==> src/rtl/mem_port_arbiter.sv <==
// rtl/mem_port_arbiter.sv - single-port RAM arbiter between instruction fetch and data ports
module mem_port_arbiter #(
    parameter int TIMEOUT = 16,
    parameter int CNT_W   = 5
) (
    input  logic        clk,
    input  logic        rst,
    // instruction fetch port
    input  logic        if_ce_i,
    input  logic [31:0] if_addr_i,
    output logic [31:0] if_data_o,
    output logic        if_ack_o,
    // memory-stage data port
    input  logic        d_ce_i,
    input  logic        d_we_i,
    input  logic [3:0]  d_sel_i,
    input  logic [31:0] d_addr_i,
    input  logic [31:0] d_wdata_i,
    output logic [31:0] d_rdata_o,
    output logic        d_ack_o,
    output logic        bus_err_o,
    output logic        stallreq_o,
    // RAM side
    output logic        ram_ce_o,
    output logic        ram_we_o,
    output logic [3:0]  ram_sel_o,
    output logic [31:0] ram_addr_o,
    output logic [31:0] ram_wdata_o,
    input  logic [31:0] ram_rdata_i,
    input  logic        ram_ack_i
);

    typedef enum logic [1:0] {ST_IDLE, ST_D_BUSY, ST_I_BUSY} state_t;
    typedef enum logic {GRANT_INST, GRANT_DATA} grant_t;

    localparam logic [CNT_W-1:0] CNT_LAST = CNT_W'(TIMEOUT - 1);

    state_t      state_q, state_d;
    grant_t      last_grant_q, last_grant_d;
    logic [CNT_W-1:0] cnt_q, cnt_d;

    logic        ram_ce_q, ram_ce_d;
    logic        ram_we_q, ram_we_d;
    logic [3:0]  ram_sel_q, ram_sel_d;
    logic [31:0] ram_addr_q, ram_addr_d;
    logic [31:0] ram_wdata_q, ram_wdata_d;

    logic [31:0] if_data_q, if_data_d;
    logic [31:0] d_rdata_q, d_rdata_d;
    logic        if_ack_q, if_ack_d;
    logic        d_ack_q, d_ack_d;
    logic        bus_err_q, bus_err_d;

    // A port being acked this cycle still shows its old ce; mask it so it is not re-granted.
    logic d_req, i_req;
    assign d_req = d_ce_i & ~d_ack_q;
    assign i_req = if_ce_i & ~if_ack_q;

    // Next-state, grant decision and completion handling.
    always_comb begin
        state_d      = state_q;
        last_grant_d = last_grant_q;
        cnt_d        = cnt_q;
        ram_ce_d     = ram_ce_q;
        ram_we_d     = ram_we_q;
        ram_sel_d    = ram_sel_q;
        ram_addr_d   = ram_addr_q;
        ram_wdata_d  = ram_wdata_q;
        if_data_d    = if_data_q;
        d_rdata_d    = d_rdata_q;
        if_ack_d     = 1'b0;
        d_ack_d      = 1'b0;
        bus_err_d    = 1'b0;

        unique case (state_q)
            ST_IDLE: begin
                cnt_d = '0;
                if (d_req && (!i_req || last_grant_q != GRANT_DATA)) begin
                    state_d      = ST_D_BUSY;
                    last_grant_d = GRANT_DATA;
                    ram_ce_d     = 1'b1;
                    ram_we_d     = d_we_i;
                    ram_sel_d    = d_sel_i;
                    ram_addr_d   = d_addr_i;
                    ram_wdata_d  = d_wdata_i;
                end else if (i_req) begin
                    state_d      = ST_I_BUSY;
                    last_grant_d = GRANT_INST;
                    ram_ce_d     = 1'b1;
                    ram_we_d     = 1'b0;
                    ram_sel_d    = 4'b1111;
                    ram_addr_d   = if_addr_i;
                    ram_wdata_d  = '0;
                end
            end
            ST_D_BUSY, ST_I_BUSY: begin
                if (ram_ack_i || cnt_q == CNT_LAST) begin
                    state_d     = ST_IDLE;
                    cnt_d       = '0;
                    ram_ce_d    = 1'b0;
                    ram_we_d    = 1'b0;
                    ram_sel_d   = '0;
                    ram_addr_d  = '0;
                    ram_wdata_d = '0;
                    bus_err_d   = ~ram_ack_i;
                    if (state_q == ST_D_BUSY) begin
                        d_ack_d = 1'b1;
                        if (!ram_ack_i) begin
                            d_rdata_d = '0;
                        end else if (!ram_we_q) begin
                            d_rdata_d = ram_rdata_i;
                        end
                    end else begin
                        if_ack_d = 1'b1;
                        if (!ram_ack_i) begin
                            if_data_d = '0;
                        end else begin
                            if_data_d = ram_rdata_i;
                        end
                    end
                end else begin
                    cnt_d = cnt_q + 1'b1;
                end
            end
            default: begin
                state_d = ST_IDLE;
            end
        endcase
    end

    // State and output registers; reset drops any in-flight transaction.
    always_ff @(posedge clk) begin
        if (rst) begin
            state_q      <= ST_IDLE;
            last_grant_q <= GRANT_INST;
            cnt_q        <= '0;
            ram_ce_q     <= 1'b0;
            ram_we_q     <= 1'b0;
            ram_sel_q    <= '0;
            ram_addr_q   <= '0;
            ram_wdata_q  <= '0;
            if_data_q    <= '0;
            d_rdata_q    <= '0;
            if_ack_q     <= 1'b0;
            d_ack_q      <= 1'b0;
            bus_err_q    <= 1'b0;
        end else begin
            state_q      <= state_d;
            last_grant_q <= last_grant_d;
            cnt_q        <= cnt_d;
            ram_ce_q     <= ram_ce_d;
            ram_we_q     <= ram_we_d;
            ram_sel_q    <= ram_sel_d;
            ram_addr_q   <= ram_addr_d;
            ram_wdata_q  <= ram_wdata_d;
            if_data_q    <= if_data_d;
            d_rdata_q    <= d_rdata_d;
            if_ack_q     <= if_ack_d;
            d_ack_q      <= d_ack_d;
            bus_err_q    <= bus_err_d;
        end
    end

    assign ram_ce_o    = ram_ce_q;
    assign ram_we_o    = ram_we_q;
    assign ram_sel_o   = ram_sel_q;
    assign ram_addr_o  = ram_addr_q;
    assign ram_wdata_o = ram_wdata_q;
    assign if_data_o   = if_data_q;
    assign d_rdata_o   = d_rdata_q;
    assign if_ack_o    = if_ack_q;
    assign d_ack_o     = d_ack_q;
    assign bus_err_o   = bus_err_q;

    assign stallreq_o = (if_ce_i & ~if_ack_q) | (d_ce_i & ~d_ack_q);

endmodule

==> config.mk <==
export PLATFORM = sky130hd
export DESIGN_NAME = mem_port_arbiter
export DESIGN_NICKNAME = d
export VERILOG_FILES = /design/src/rtl/mem_port_arbiter.sv
export SDC_FILE = /design/constraint.sdc
export NUM_CORES = 1
export LEC_CHECK = 0
export CAP_MARGIN = 30
export CORE_MARGIN = 4
export CORE_UTILIZATION = 36
export DETAILED_ROUTE_END_ITERATION = 12
export PLACE_DENSITY = 0.74
export SYNTH_ARGS = -nofsm -noshare
export SYNTH_HDL_FRONTEND = slang
export SYNTH_SLANG_ARGS = --single-unit
==> constraint.sdc <==
create_clock -name clk -period 2.25 [get_ports clk]
set_clock_uncertainty 0.2 [all_clocks]
set_input_delay 0.3375 -clock clk [delete_from_list [all_inputs] [get_ports clk]]
set_output_delay 0.3375 -clock clk [all_outputs]
set_load 0.01 [all_outputs]
==> results.py <==
metrics = {
    "power_and_ir_drop": {
        "p_seq_share_pct": 38.7,
        "clkPwrFrac_pct": 38.7,
        "comb_power_share_pct": 22.7,
        "sw_frac_of_total_pct": 26.63,
        "p_sw_mw": 2.016,
        "power.internal_mw": 5.555,
        "p_per_area_nw_per_um2": 833.0,
        "leakage_nw": 3.388,
        "irDropWorstVdd_mv": 0.4517,
        "p_total_mw": 7.570,
    },
    "synthesis": {
        "synth_ff_type": "dfxtp_1",
        "netlist_area_sq_um": 5256,
        "seq_area_frac_synth_pct": 55.22,
        "syn_area_per_cell_sq_um": 10.07,
        "synth_edf_count": 0,
        "yosys_warnings": 0,
        "synth.net_count": 666,
        "async_reset_ff_share_pct": 0,
        "syn_inst": 522,
        "ys_seq_elements": 145,
        "yosysUniqueCellTypes": 38,
    },
    "clock_network": {
        "root_buffer": "clkbuf_16",
        "cts_tree": "built",
        "clock_latency_ns": 0.41,
        "clkSinkCount": 145,
        "cts_buffers": 17,
        "path_clk_slew_ns": 0.06,
        "postCtsHoldBufs": 0,
        "clockBufferDepth": 2,
        "h-tree-depth": 4,
    },
    "drt": {
        "top_layer": "met5",
        "wirelength_mm": 18.05,
        "num_vias": 5122,
        "drt-wirelength-per-cell_um": 18.32,
        "routed-wl-met2_mm": 8.632,
        "ant_nets": 0,
        "wl_met1_mm": 6.970,
        "firstDrtPassIters": 5,
        "drt_iter0_drc": 246,
        "via_per_inst": 5.200,
        "route.met3.wl_mm": 2.088,
        "drc": 0,
    },
    "placement": {
        "placement.io_buffers": 275,
        "gp_congestion": 0.8334,
        "dp.final_hpwl_mm": 12.83,
        "dpl.cell_count": 949,
    },
    "layout": {
        "num-nets-final": 936,
        "final-seq-area_sq_um": 2905,
        "diodes": 0,
        "layoutNonFillerInstCount": 985,
        "num-fill-cells": 1115,
        "utilization_pct": 64.48,
        "area_growth_syn_to_layout_pct": 72.91,
        "drive_above_1_share_pct": 9.193,
        "multi_input_area_sq_um": 2233,
    },
    "flow_run": {
        "maxCapViolCount": 0,
    },
    "global_routing": {
        "grt_max_degree": 74,
        "grt_pass1_wl_mm": 26.73,
        "antenna_found_initial": 1,
        "overflow": 0,
        "grtUsageTotal_pct": 20.20,
        "grt_pass1_vias": 5188,
    },
    "floorplan": {
        "die_area_sq_um": 16600,
        "die_h_um": 128.8,
        "initial_core_util_pct": 37.29,
        "rows": 43,
        "core_area_sq_um": 14100,
        "pin_count": 276,
        "die_w_um": 128.8,
    },
    "timing": {
        "relSlewSlack_pct": 48.91,
        "fin_crit_ns": 2.240,
        "drv_slew": 0,
        "finalSetupViolCount": 0,
        "tightest_slew_ns": 0.7663,
        "max_clock_freq_mhz": 446.5,
        "rsz0062_at_grt": "yes",
        "finalHoldViolCount": 0,
        "timing.final.crit_share_pct": 99.55,
    },
    "worst_setup_path": {
        "worst_setup_path_start_kind": "register",
        "cp-end-kind": "register",
        "crit_required_ns": 2.39,
        "crit_type": "register to register",
        "worstPathMaxFanout": 4,
        "cp.arrival_ns": 2.38,
    },
    "min_path": {
        "hp-class": "input port to register",
    },
    "outcome": {
        "run_status": "finished, final reports clean",
    },
}
[power groups by stage]
| stage | combinational (mW) | sequential, mW | clock, mW |
|---|---|---|---|
| after CTS | 1.62 | 2.93 | 2.98 |
| after detailed placement | 1.61 | 2.98 | 0 |
| after global placement | 1.57 | 2.97 | 0 |
| final | 1.72 | 2.93 | 2.93 |
| after global routing | 1.83 | 2.95 | 3.09 |
| after floorplan | 0.562 | 3.08 | 0 |
[area by class of cell]
type | count | share of cell area [%]
repair buffers | 298 | 33.91
clock inverters | 14 | 1.996
well taps | 180 | 2.478
flip-flops and latches | 145 | 31.97
clock buffers | 18 | 4.832
multi-input cells | 324 | 24.57
inverters | 6 | 0.2478
[path summary, 6_finish.rpt]
check                                            endpoint  depth (start not counted)  slack (ns)                       from
worst max-delay path                cnt_q[2]$_SDFFE_PP0P_                          7        0.01      cnt_q[0]$_SDFFE_PP0P_
worst min-delay path                 bus_err_o$_SDFF_PP0_                          3        0.12                        rst
worst max register to register      cnt_q[2]$_SDFFE_PP0P_                          7        0.01      cnt_q[0]$_SDFFE_PP0P_
worst min register to register  if_data_o[7]$_SDFFE_PP0P_                          2        0.25  if_data_o[7]$_SDFFE_PP0P_
[cell usage after synthesis (6+ instances only)]
cell	number	share of area, %
dfxtp_1	145	55
nor2_1	44	3.1
a21oi_1	40	3.8
nand2_1	36	2.6
o2bb2ai_1	36	6.0
nand3_1	34	3.2
a22o_1	33	5.5
a22oi_1	32	4.6
mux2i_1	32	6.1
clkbuf_1	23	1.6
buf_2	16	1.5
buf_1	6	0.43
ha_1	6	1.4
inv_1	6	0.43
[logic make-up (layout without fill, tap and decap cells)]
logic type / after synthesis / in the layout / share of synthesized area, %
compound gates: 150 / 150 / 21.14
fa+ha+maj: 6 / 6 / 1.428
buf+inv: 53 / 336 / 4.332
flops: 145 / 145 / 55.22
mux: 32 / 32 / 6.094
simple gates: 136 / 136 / 11.78
[routing by layer]
layer	track usage, %	vias to the layer above
li1	-	2434
met5	0	-
met2	33.54	244
met3	9.257	31
met1	22.70	2411
met4	7.721	2
[cell usage in the layout, fill, tap and decap left out, types with 3 or more instances in the layout]
| cell | n |
|---|---|
| ha_4 | 3 |
| clkdlybuf4s50_1 | 273 |
| o2bb2ai_1 | 36 |
| a22oi_1 | 32 |
| a22o_1 | 33 |
| mux2i_1 | 32 |
| clkinvlp_4 | 3 |
| dfxtp_1 | 143 |
| bufinv_16 | 3 |
| nand3_1 | 34 |
| nand2_1 | 36 |
| nor2b_1 | 3 |
| clkbuf_16 | 19 |
| inv_1 | 6 |
| buf_4 | 9 |
| nor2_1 | 43 |
| buf_12 | 9 |
| clkinv_4 | 4 |
| ha_1 | 3 |
| a21oi_1 | 39 |
[critical path, cell delays in order, from the launching register on]
cell,delay (ns)
dfxtp_2,0.34
ha_4,0.16
and3_4,0.19
ha_4,0.17
buf_6,0.11
or3b_4,0.37
or4b_4,0.49
a21oi_2,0.14
[flip-flops by register name, summed over array words and instances, names as in the netlist, 2 cells and up]
| signal | count |
|---|---|
| d_rdata_o | 32 |
| ram_wdata_o | 32 |
| if_data_o | 32 |
| state_q | 2 |
| ram_addr_o | 32 |
| cnt_q | 5 |
| ram_sel_o | 4 |
[per-stage QoR]
stage / setup WS (ns) / setup TNS [ns] / hold slack, ns / area, sq um
floorplan: 0.004538 / 0 / 0.2583 / 5256
global placement: 0.01802 / 0 / 0.2372 / 8284
detailed placement: -0.07638 / -2.192 / 0.2452 / 8284
CTS: 0.005895 / 0 / 0.1015 / 8912
global route: -0.03460 / -0.4740 / 0.1215 / 9089
finish: 0.01020 / 0 / 0.1167 / 9089
[what timing repair did]
action,CTS,global route
pin swaps,1,5
resized for setup,3,17
buffers inserted,0,2
cloned,0,3
setup endpoints to repair,71,72
No activity file was read; power rests on OpenSTA's default activity.
